===== src/rtl/wb_gateway_arb_if.sv =====
// ---------------------------------------------------------------------------
// wb_gateway_arb_if
// Wishbone classic bus bundle used between the gateway arbiter (master side)
// and a single Wishbone slave.
//   wb_cyc_o / wb_stb_o / wb_we_o : cycle, strobe and write-enable (master out)
//   wb_adr_o / wb_dat_o / wb_sel_o: address, write data, byte selects (master out)
//   wb_dat_i                      : read data (slave out)
//   wb_ack_i / wb_err_i           : termination handshakes (slave out)
// ---------------------------------------------------------------------------
interface wb_gateway_arb_if #(
  parameter int ADDR_W = 32,
  parameter int DATA_W = 32
);
  logic                  wb_cyc_o;
  logic                  wb_stb_o;
  logic                  wb_we_o;
  logic [ADDR_W-1:0]     wb_adr_o;
  logic [DATA_W-1:0]     wb_dat_o;
  logic [DATA_W/8-1:0]   wb_sel_o;
  logic [DATA_W-1:0]     wb_dat_i;
  logic                  wb_ack_i;
  logic                  wb_err_i;

  modport master (
    output wb_cyc_o, wb_stb_o, wb_we_o, wb_adr_o, wb_dat_o, wb_sel_o,
    input  wb_dat_i, wb_ack_i, wb_err_i
  );

  modport slave (
    input  wb_cyc_o, wb_stb_o, wb_we_o, wb_adr_o, wb_dat_o, wb_sel_o,
    output wb_dat_i, wb_ack_i, wb_err_i
  );
endinterface


===== src/rtl/wb_gateway_arb.sv =====
// ---------------------------------------------------------------------------
// wb_gateway_arb
// Round-robin gateway from NUM_CH requester channels onto one Wishbone master
// port. One transfer is outstanding at a time (IDLE -> BUS -> RESP).
// While config_done is low (boot mode) only channel 0 may be granted and the
// round-robin pointer is frozen.
//
// Ports:
//   clk, rstn           : clock (rising edge) and asynchronous active-low reset
//   config_done         : 0 = boot mode
//   req_valid/req_ready : per-channel request handshake (ready is one-hot/zero)
//   req_we/addr/wdata   : per-channel request payload, channel i at slice i
//   resp_valid          : one-cycle per-channel completion pulse
//   resp_rdata/resp_err : shared completion payload, valid with resp_valid
//   wb                  : Wishbone master modport (wb_gateway_arb_if.master)
//
// Optional feature: define WB_GW_TIMEOUT_EN to abort a BUS phase that sees no
// ack/err within TIMEOUT_CYC cycles (completes with resp_err=1, rdata=0).
// ---------------------------------------------------------------------------
module wb_gateway_arb #(
  parameter int NUM_CH      = 2,
  parameter int ADDR_W      = 32,
  parameter int DATA_W      = 32,
  parameter int TIMEOUT_CYC = 255
) (
  input  logic                       clk,
  input  logic                       rstn,
  input  logic                       config_done,
  input  logic [NUM_CH-1:0]          req_valid,
  output logic [NUM_CH-1:0]          req_ready,
  input  logic [NUM_CH-1:0]          req_we,
  input  logic [NUM_CH*ADDR_W-1:0]   req_addr,
  input  logic [NUM_CH*DATA_W-1:0]   req_wdata,
  output logic [NUM_CH-1:0]          resp_valid,
  output logic [DATA_W-1:0]          resp_rdata,
  output logic                       resp_err,
  wb_gateway_arb_if.master           wb
);
  localparam int CH_W = (NUM_CH > 1) ? $clog2(NUM_CH) : 1;
  localparam logic [NUM_CH-1:0] CH0_MASK = NUM_CH'(1);

  localparam logic [1:0] IDLE = 2'd0;
  localparam logic [1:0] BUS  = 2'd1;
  localparam logic [1:0] RESP = 2'd2;

  if (NUM_CH < 2 || NUM_CH > 8) begin : g_bad_num_ch
    $error("wb_gateway_arb: NUM_CH must be 2..8");
  end
  if (TIMEOUT_CYC < 1 || TIMEOUT_CYC > 65535) begin : g_bad_timeout
    $error("wb_gateway_arb: TIMEOUT_CYC must be 1..65535");
  end

  logic [1:0]        state_q,  state_d;
  logic [CH_W-1:0]   rr_ptr_q, rr_ptr_d;
  logic [CH_W-1:0]   gnt_q,    gnt_d;
  logic              we_q,     we_d;
  logic [ADDR_W-1:0] adr_q,    adr_d;
  logic [DATA_W-1:0] dat_q,    dat_d;
  logic [DATA_W-1:0] rdata_q,  rdata_d;
  logic              err_q,    err_d;

  logic [NUM_CH-1:0] eligible;
  logic              found;
  logic [CH_W-1:0]   win;
  logic              timeout;

  // Round-robin search: walk downwards so the channel closest to rr_ptr
  // (smallest offset) is the last one written and therefore wins.
  always_comb begin
    eligible = config_done ? req_valid : (req_valid & CH0_MASK);
    found    = 1'b0;
    win      = '0;
    for (int k = NUM_CH - 1; k >= 0; k--) begin
      if (eligible[(int'(rr_ptr_q) + k) % NUM_CH]) begin
        found = 1'b1;
        win   = CH_W'((int'(rr_ptr_q) + k) % NUM_CH);
      end
    end
  end

  // Ready is gated by rstn so it is low for the whole time reset is held.
  always_comb begin
    req_ready = '0;
    if (rstn && state_q == IDLE && found) req_ready[win] = 1'b1;
  end

`ifdef WB_GW_TIMEOUT_EN
  logic [15:0] cnt_q, cnt_d;

  assign timeout = (state_q == BUS) && (cnt_q == 16'(TIMEOUT_CYC - 1));

  always_comb begin
    cnt_d = '0;
    if (state_q == BUS) cnt_d = cnt_q + 16'd1;
  end

  always_ff @(posedge clk or negedge rstn) begin
    if (!rstn) cnt_q <= '0;
    else       cnt_q <= cnt_d;
  end
`else
  assign timeout = 1'b0;
`endif

  always_comb begin
    state_d  = state_q;
    rr_ptr_d = rr_ptr_q;
    gnt_d    = gnt_q;
    we_d     = we_q;
    adr_d    = adr_q;
    dat_d    = dat_q;
    rdata_d  = rdata_q;
    err_d    = err_q;
    case (state_q)
      IDLE: begin
        if (found) begin
          state_d = BUS;
          gnt_d   = win;
          we_d    = req_we[win];
          adr_d   = req_addr[win*ADDR_W +: ADDR_W];
          dat_d   = req_wdata[win*DATA_W +: DATA_W];
          if (config_done)
            rr_ptr_d = (win == CH_W'(NUM_CH - 1)) ? '0 : win + 1'b1;
        end
      end
      BUS: begin
        if (wb.wb_ack_i || wb.wb_err_i || timeout) begin
          state_d = RESP;
          // err beats ack; a late ack coinciding with the timeout still wins.
          err_d   = wb.wb_err_i || (timeout && !wb.wb_ack_i);
          rdata_d = (wb.wb_ack_i && !wb.wb_err_i && !we_q) ? wb.wb_dat_i : '0;
        end
      end
      RESP:    state_d = IDLE;
      default: state_d = IDLE;
    endcase
  end

  always_ff @(posedge clk or negedge rstn) begin
    if (!rstn) begin
      state_q  <= IDLE;
      rr_ptr_q <= '0;
      gnt_q    <= '0;
      we_q     <= 1'b0;
      adr_q    <= '0;
      dat_q    <= '0;
      rdata_q  <= '0;
      err_q    <= 1'b0;
    end else begin
      state_q  <= state_d;
      rr_ptr_q <= rr_ptr_d;
      gnt_q    <= gnt_d;
      we_q     <= we_d;
      adr_q    <= adr_d;
      dat_q    <= dat_d;
      rdata_q  <= rdata_d;
      err_q    <= err_d;
    end
  end

  // Bus outputs decode straight from registered state, so reset releases
  // the bus the moment rstn falls.
  assign wb.wb_cyc_o = (state_q == BUS);
  assign wb.wb_stb_o = (state_q == BUS);
  assign wb.wb_we_o  = we_q;
  assign wb.wb_adr_o = adr_q;
  assign wb.wb_dat_o = dat_q;
  assign wb.wb_sel_o = (state_q == BUS) ? '1 : '0;

  always_comb begin
    resp_valid = '0;
    if (state_q == RESP) resp_valid[gnt_q] = 1'b1;
  end

  assign resp_rdata = (state_q == RESP) ? rdata_q : '0;
  assign resp_err   = (state_q == RESP) && err_q;

endmodule


===== src/flat_wrapper.sv =====
// flat-port wrapper written by rule: the top's interface ports become plain ports
module wb_gateway_arb_flat 
#(
  parameter int NUM_CH      = 2,
  parameter int ADDR_W      = 32,
  parameter int DATA_W      = 32,
  parameter int TIMEOUT_CYC = 255
)
  (clk, rstn, config_done, req_valid, req_ready, req_we, req_addr, req_wdata, resp_valid, resp_rdata, resp_err, wb_wb_cyc_o, wb_wb_stb_o, wb_wb_we_o, wb_wb_adr_o, wb_wb_dat_o, wb_wb_sel_o, wb_wb_dat_i, wb_wb_ack_i, wb_wb_err_i);
  wb_gateway_arb_if #(.ADDR_W(ADDR_W), .DATA_W(DATA_W)) wb_i ();
  input  logic clk;
  input  logic rstn;
  input  logic config_done;
  input  logic [NUM_CH-1:0] req_valid;
  output logic [NUM_CH-1:0] req_ready;
  input  logic [NUM_CH-1:0] req_we;
  input  logic [NUM_CH*ADDR_W-1:0] req_addr;
  input  logic [NUM_CH*DATA_W-1:0] req_wdata;
  output logic [NUM_CH-1:0] resp_valid;
  output logic [DATA_W-1:0] resp_rdata;
  output logic resp_err;
  output wire logic [$bits(wb_i.wb_cyc_o)-1:0] wb_wb_cyc_o;
  output wire logic [$bits(wb_i.wb_stb_o)-1:0] wb_wb_stb_o;
  output wire logic [$bits(wb_i.wb_we_o)-1:0] wb_wb_we_o;
  output wire logic [$bits(wb_i.wb_adr_o)-1:0] wb_wb_adr_o;
  output wire logic [$bits(wb_i.wb_dat_o)-1:0] wb_wb_dat_o;
  output wire logic [$bits(wb_i.wb_sel_o)-1:0] wb_wb_sel_o;
  input wire logic [$bits(wb_i.wb_dat_i)-1:0] wb_wb_dat_i;
  input wire logic [$bits(wb_i.wb_ack_i)-1:0] wb_wb_ack_i;
  input wire logic [$bits(wb_i.wb_err_i)-1:0] wb_wb_err_i;
  assign wb_wb_cyc_o = wb_i.wb_cyc_o;
  assign wb_wb_stb_o = wb_i.wb_stb_o;
  assign wb_wb_we_o = wb_i.wb_we_o;
  assign wb_wb_adr_o = wb_i.wb_adr_o;
  assign wb_wb_dat_o = wb_i.wb_dat_o;
  assign wb_wb_sel_o = wb_i.wb_sel_o;
  assign wb_i.wb_dat_i = wb_wb_dat_i;
  assign wb_i.wb_ack_i = wb_wb_ack_i;
  assign wb_i.wb_err_i = wb_wb_err_i;
  wb_gateway_arb #(.NUM_CH(NUM_CH), .ADDR_W(ADDR_W), .DATA_W(DATA_W), .TIMEOUT_CYC(TIMEOUT_CYC)) u_core (.clk(clk), .rstn(rstn), .config_done(config_done), .req_valid(req_valid), .req_ready(req_ready), .req_we(req_we), .req_addr(req_addr), .req_wdata(req_wdata), .resp_valid(resp_valid), .resp_rdata(resp_rdata), .resp_err(resp_err), .wb(wb_i));
endmodule

===== config.mk =====
export PLATFORM = sky130hd
export DESIGN_NAME = wb_gateway_arb_flat
export DESIGN_NICKNAME = d
export VERILOG_FILES = /design/src/rtl/wb_gateway_arb_if.sv /design/src/rtl/wb_gateway_arb.sv /design/src/flat_wrapper.sv
export SDC_FILE = /design/constraint.sdc
export NUM_CORES = 1
export LEC_CHECK = 0
export ABC_AREA = 1
export BUFFER_PORTS_ARGS = -buffer_cell sky130_fd_sc_hd__buf_2
export CAP_MARGIN = 10
export CORE_AREA = 3 3 114 116
export DETAILED_ROUTE_END_ITERATION = 8
export DIE_AREA = 0 0 117 119
export PLACE_DENSITY = 0.84
export SETUP_SLACK_MARGIN = 0.3
export SLEW_MARGIN = 10
export SYNTH_ARGS = -nofsm -noshare
export SYNTH_HDL_FRONTEND = slang
export SYNTH_SLANG_ARGS = --single-unit

===== constraint.sdc =====
create_clock -name clk -period 1.9 [get_ports clk]
set_input_delay 0.57 -clock clk [delete_from_list [all_inputs] [get_ports clk]]
set_output_delay 0.57 -clock clk [all_outputs]
set_load 0.05 [all_outputs]

==> reports/qor.csv, run 1 <==
stage;metric;value;unit
run_status;status;finished, violations left;
run_status;failing checks;negative setup slack;
routing;Routed WL;18.5;mm
floorplanning;Core ar.;12000;um2
setup_path;critical path cell sequence;inv_2, nand2_8, clkbuf_16, nor2_4, buf_6;
finish;Layout Cells excl Fill;1195;
floorplanning;die area;13900;um2
setup_path;critical path's slowest cell;dfrtp_1;
setup_path;CP top delay family;buffers and inverters;
placement;DP Wirelength;11.7;mm
finish;Final Util;0.684;
synth;Synth Register Bits;102;
setup_path;crit end category;output pin;
timing;Final Skew;0.0100;ns
pwr;Logic pwr share;0.607;
setup_path;crit-path max cell delay;0.41;ns
timing;relative slew slack;0.639;
timing;Final Cycle Share;1.07;
global_routing;vias in the first global route;5519;
synth;Post-Synthesis Cell Area;5430;um2
worst_hold_path;min-delay worst type;in2async;
global_routing;initial antenna violation count;0;
routing;# DRC;0;
timing;Least-Margin Pin Slew;0.542;ns
finish;# fillers;943;
routing;DR pass1 iterations;5;
timing;final hold violations;0;
timing;fmax;492;MHz
floorplanning;Boundary Pins;277;
clock_tree;clock slew at the register clock pins of the worst setup and hold paths;0.07;ns
floorplanning;row count;40;
synth;top cell type's share of synthesized area;0.470;
pwr;Sw Share;0.529;
routing;drt initial violations;387;
global_routing;Total GRT Usage;0.243;
pwr;Power Density;1700;nW/um2
finish;Area Growth Syn to Fin;51.4;%
setup_path;Worst Path Required;1.33;ns
clock_tree;CTS Sinks;102;
clock_tree;TritonCTS clock tree;yes;
global_routing;first-pass GRT wire length;26.9;mm
pwr;P_int;0.00657;W
setup_path;crit path buf inv count;3;
placement;placed insts;1162;
setup_path;crit path launch type;flop;
global_routing;largest net degree at the start of global routing;103;
setup_path;WP data arrival;1.46;ns
finish;antenna cells;0;
timing;Tmin final;2.03;ns
pwr;net switching power;0.00737;W
synth;Synth Instances;774;
pwr;Max IR drop VDD;1.03;mV
routing;Final ANT Viol Nets;0;
timing;Setup violations, final;42;
setup_path;worst-path maximum fanout;9;
synth;Synth Warn #;0;
synth;Seq/Total Area, Yosys;0.470;
pwr;Seq pwr share;0.269;
routing;vias per cell;5.00;
finish;NumNets Final;1212;
synth;synth top area cells;dfrtp_1, nand3_1, nand2_1, inv_1, buf_2;
synth;Mean Syn Cell Area;7.01;um2
run;MaxCap Viol Count;0;
clock_tree;clk_lat worst skew;0.34;ns
floorplanning;die height;119;um
clock_tree;Clock Tree Root;clkbuf_16;
finish;most common cell after layout, fill and taps aside;buf_2;
routing;routed via count;5978;
placement;gpl congestion;0.804;
placement;Setup WS pre-CTS;-0.101;ns
finish;share of cells above drive strength 1;0.361;
timing;count of final max-slew check failures;0;
placement;port bufs;276;
synth;Synth Net Count;943;
routing;WL/cell;15.5;um
pwr;Total Power;0.0139;W
pwr;Clock Power Share;0.124;
timing;RSZ-0062 raised after global routing;yes;
floorplanning;Initial Utilization;0.452;
finish;most frequent cells in the layout;buf_2, nand2_1, inv_1, nand3_1, dfrtp_1;
pwr;leakage;4.71;nW
clock_tree;CTS Buffer Depth;2;
synth;Unique masters post-synth;17;
floorplanning;die width;117;um
clock_tree;TritonCTS Buffers;9;
clock_tree;H-tree level count;3;
global_routing;grt total ovfl;0;
setup_path;crit path kind;reg2out;
synth;Yosys top cell by area;dfrtp_1;
timing;final worst slack;-0.133;ns
-- cells in the mapped netlist (all sizes together) --
library cell,count
nand2,207
inv,173
nand3,163
dfrtp,102
buf,42
nor2,40
o21ai,36
clkbuf,10
nor3,1
-- what timing repair did --
item	4_1_cts	5_1_grt
pin swaps	4	2
hold buffers	0	0
setup endpoints to repair	47	101
resized for setup	109	27
buffers inserted	8	3
gates cloned	1	5
-- area by class of cell --
type | instances | area, um2 | area share
clock buffer | 11 | 243 | 0.0295
clock inverter | 5 | 33.8 | 0.00411
inverter | 173 | 659 | 0.0803
multi-input combinational | 447 | 2280 | 0.278
sequential | 102 | 2550 | 0.311
tap | 147 | 184 | 0.0224
timing repair buffer | 310 | 2260 | 0.275
-- kinds of logic after synthesis --
kind of cell           synth area share
AOI/OAI and AO/OA                0.0339
DFF                               0.470
and+or+nand+nor                   0.324
buffers and inverters             0.172
-- flip-flops by register name, indices dropped and copies added (netlist names) --
register,count
u_core.err_q,1
u_core.gnt_q,1
u_core.rdata_q,32
u_core.rr_ptr_q,1
u_core.state_q,2
u_core.wb.wb_adr_o,32
u_core.wb.wb_dat_o,32
u_core.wb.wb_we_o,1
-- per-stage QoR --
stage               hold slack [ns]  instance area, um2  setup TNS (ns)
floorplan                     0.274                5810        -0.00461
global placement              0.459                7230          -0.133
detailed placement            0.460                7230          -0.194
CTS                           0.384                7960           -3.55
global route                  0.401                8220           -6.85
finish                        0.358                8220           -4.26
-- power by group through the flow --
stage / sequential (W) / combinational [W] / clock [W]
floorplan: 0.00606 / 0.00333 / 0
global placement: 0.00369 / 0.00729 / 0
detailed placement: 0.00371 / 0.00742 / 0
CTS: 0.00372 / 0.00795 / 0.00178
global route: 0.00385 / 0.00895 / 0.00185
finish: 0.00375 / 0.00846 / 0.00173
-- layer usage --
metal | vias up | share of wire | global-route usage
li1 | 2857 | - | -
met1 | 2792 | 0.38 | 0.300
met2 | 297 | 0.51 | 0.417
met3 | 32 | 0.080 | 0.0564
met4 | 0 | 0.021 | 0.0746
met5 | - | 0 | 0
-- final timing paths --
check | startpoint | slack (ns) | end | cells after the start
worst min register to register | u_core.wb.wb_adr_o[9] | 0.48 | u_core.wb.wb_adr_o[9] | 2
min in group clk | wb_wb_dat_i[29] | 0.47 | u_core.rdata_q[29] | 3
worst min-delay path | rstn | 0.36 | u_core.wb.wb_adr_o[10] | 2
max in group asynchronous | rstn | 1.11 | u_core.state_q[1] | 2
worst max-delay path | u_core.state_q[0] | -0.13 | resp_rdata[5] | 5
worst max register to register | u_core.state_q[1] | 0.22 | u_core.rdata_q[14] | 8
No activity file was read; power rests on OpenSTA's default activity.
==> run 2: changes to the inputs <==
--- a/config.mk
+++ b/config.mk
@@ -12,8 +12,10 @@
 export DETAILED_ROUTE_END_ITERATION = 8
 export DIE_AREA = 0 0 117 119
 export PLACE_DENSITY = 0.84
+export RECOVER_POWER = 25
 export SETUP_SLACK_MARGIN = 0.3
 export SLEW_MARGIN = 10
 export SYNTH_ARGS = -nofsm -noshare
 export SYNTH_HDL_FRONTEND = slang
 export SYNTH_SLANG_ARGS = --single-unit
+export TNS_END_PERCENT = 5
==> run 2 against run 1 <==
Against the previous run: the flow still finishes with violations (negative setup slack); hold slack gained 0.12 ns; setup slack gained 0.046 ns; routed wire length shrank 8.7%; clock skew shrank 0.0043 ns; design area shrank 3.1%; flip-flop and latch count is the same; critical path depth is the same; critical endpoint is now req_ready[0]; largest cell class unchanged; largest power group unchanged.
==> reports/qor.csv, run 2 (synthesis results as in run 1) <==
stage;metric;value;unit;change
run_status;status;finished, violations left;;unchanged
run_status;failing checks;negative setup slack;;unchanged
placement;DP Wirelength;11.5;mm;was 11.7 mm
timing;Final Cycle Share;1.05;;was 1.07
timing;Setup violations, final;42;;unchanged
timing;Tmin final;1.99;ns;was 2.03 ns
finish;NumNets Final;1203;;was 1212
timing;hold slack;0.476;ns;was 0.358 ns
finish;most frequent cells in the layout;buf_2, nand2_1, inv_1, nand3_1, dfrtp_1;;unchanged
floorplanning;Core ar.;12000;um2;unchanged
global_routing;Total GRT Usage;0.232;;was 0.243
global_routing;initial antenna violation count;0;;unchanged
clock_tree;CTS Buffer Depth;2;;unchanged
timing;fmax;503;MHz;was 492 MHz
finish;final instance area;7960;um2;was 8220 um2
clock_tree;clock slew at the register clock pins of the worst setup and hold paths;0.07;ns;about the same
worst_hold_path;min-delay worst type;reg2reg;;was in2async
clock_tree;TritonCTS clock tree;yes;;unchanged
timing;Final Skew;0.00579;ns;was 0.0100 ns
finish;area of the multi-input gates;2270;um2;was 2280 um2
global_routing;largest net degree at the start of global routing;103;;unchanged
setup_path;crit end category;output pin;;unchanged
clock_tree;CTS Sinks;102;;unchanged
timing;Least-Margin Pin Slew;1.37;ns;was 0.542 ns
routing;vias per cell;4.86;;was 5.00
global_routing;gr busiest metal;met2;;unchanged
clock_tree;TritonCTS Buffers;9;;unchanged
routing;# DRC;0;;unchanged
clock_tree;CTS Hold Bufs;0;;unchanged
pwr;Max IR drop VDD;1.03;mV;about the same
routing;Final ANT Viol Nets;0;;unchanged
floorplanning;die area;13900;um2;unchanged
global_routing;first-pass GRT wire length;26.1;mm;was 26.9 mm
timing;count of final max-slew check failures;0;;unchanged
setup_path;crit path launch type;flop;;unchanged
pwr;leakage;4.61;nW;was 4.71 nW
finish;# fillers;1012;;was 943
finish;register area;2550;um2;unchanged
floorplanning;die height;119;um;unchanged
placement;gpl congestion;0.864;;was 0.804
timing;RSZ-0062 raised after global routing;yes;;unchanged
setup_path;Worst Path Required;1.33;ns;about the same
setup_path;worst-path maximum fanout;3;;was 9
floorplanning;row count;40;;unchanged
floorplanning;Initial Utilization;0.452;;unchanged
setup_path;crit path kind;reg2out;;unchanged
finish;antenna cells;0;;unchanged
setup_path;critical path's slowest cell;dfrtp_1;;unchanged
placement;port bufs;276;;unchanged
global_routing;met3 Usage GRT;0.0376;;was 0.0564
routing;routed via count;5763;;was 5978
setup_path;critical path cell sequence;buf_4, nor2_4, nand2_2, nor3_4, buf_6;;was inv_2, nand2_8, clkbuf_16, nor2_4, buf_6
routing;DR pass1 iterations;5;;unchanged
floorplanning;die width;117;um;unchanged
placement;Setup WS pre-CTS;-0.0564;ns;was -0.101 ns
routing;drt initial violations;495;;was 387
timing;final hold violations;0;;unchanged
global_routing;grt total ovfl;0;;unchanged
pwr;Power Density;1680;nW/um2;was 1700 nW/um2
placement;Placed Area;7180;um2;was 7230 um2
finish;Area Growth Syn to Fin;46.7;%;was 51.4%
routing;WL/cell;14.3;um;was 15.5 um
global_routing;grt met2 use;0.412;;was 0.417
clock_tree;Clock Tree Root;clkbuf_16;;unchanged
floorplanning;Boundary Pins;277;;unchanged
finish;share of cells above drive strength 1;0.356;;was 0.361
clock_tree;clk_lat worst skew;0.33;ns;was 0.34 ns
routing;Routed WL;16.9;mm;was 18.5 mm
global_routing;GRT met1 Usage;0.292;;was 0.300
timing;final worst slack;-0.0863;ns;was -0.133 ns
setup_path;crit-path max cell delay;0.39;ns;was 0.41 ns
run;MaxCap Viol Count;0;;unchanged
timing;relative slew slack;0.0836;;was 0.639
clock_tree;H-tree level count;3;;unchanged
global_routing;vias in the first global route;5348;;was 5519
setup_path;WP data arrival;1.42;ns;was 1.46 ns
finish;most common cell after layout, fill and taps aside;buf_2;;unchanged
-- run 2: per-stage QoR --
stage | utilization | setup TNS [ns] | cells | total power, W
floorplan | - | -0.00461 | 774 | 0.00920
global placement | 0.598 | -0.0612 | 1162 | 0.0108
detailed placement | 0.598 | -0.0844 | 1162 | 0.0109
CTS | 0.656 | -2.37 | 1184 | 0.0133
global route | 0.663 | -4.10 | 1186 | 0.0142
finish | 0.663 | -2.22 | 1186 | 0.0134
-- run 2: critical path, delay by kind of cell, from the launching register on --
family        cells  cell delay (ns)
buf+inv           2             0.33
flops             1             0.39
simple gates      3             0.36
-- run 2: layout make-up --
type                    count  share of cell area
clock buffers               9              0.0283
well taps                 147              0.0231
multi-input cells         447               0.285
inverters                 173              0.0822
flip-flops and latches    102               0.321
repair buffers            301               0.250
clock inverters             7             0.00990
-- run 2: worst paths after layout --
kind / startpoint / to / slack (ns) / cells past startpoint
max in group asynchronous: rstn / u_core.state_q[1] / 0.30 / 2
worst max-delay path: u_core.state_q[0] / req_ready[0] / -0.09 / 5
min in group asynchronous: rstn / u_core.rdata_q[13] / 0.64 / 2
worst min register to register: u_core.wb.wb_adr_o[5] / u_core.wb.wb_adr_o[5] / 0.48 / 2
worst min-delay path: u_core.wb.wb_adr_o[5] / u_core.wb.wb_adr_o[5] / 0.48 / 2
worst max register to register: u_core.state_q[0] / u_core.rdata_q[5] / 0.12 / 8
-- run 2: what timing repair did --
item                       in CTS  in global routing
cloned                          2                  1
setup buffers                   4                  1
setup endpoints to repair     110                141
pin swaps                       2                  2
resized for setup              94                 16
-- run 2: power by group --
part           switching (W)  leakage (nW)  internal [W]
combinational        0.00581          3.18       0.00207
clock               0.000808         0.144       0.00104
sequential          0.000501          1.29       0.00319
-- run 2: layer usage --
metal / vias up / wire length [um]
met3: 28 / 947
met4: 0 / 351
met1: 2658 / 6770
li1: 2839 / -
met5: - / 0
met2: 238 / 8860
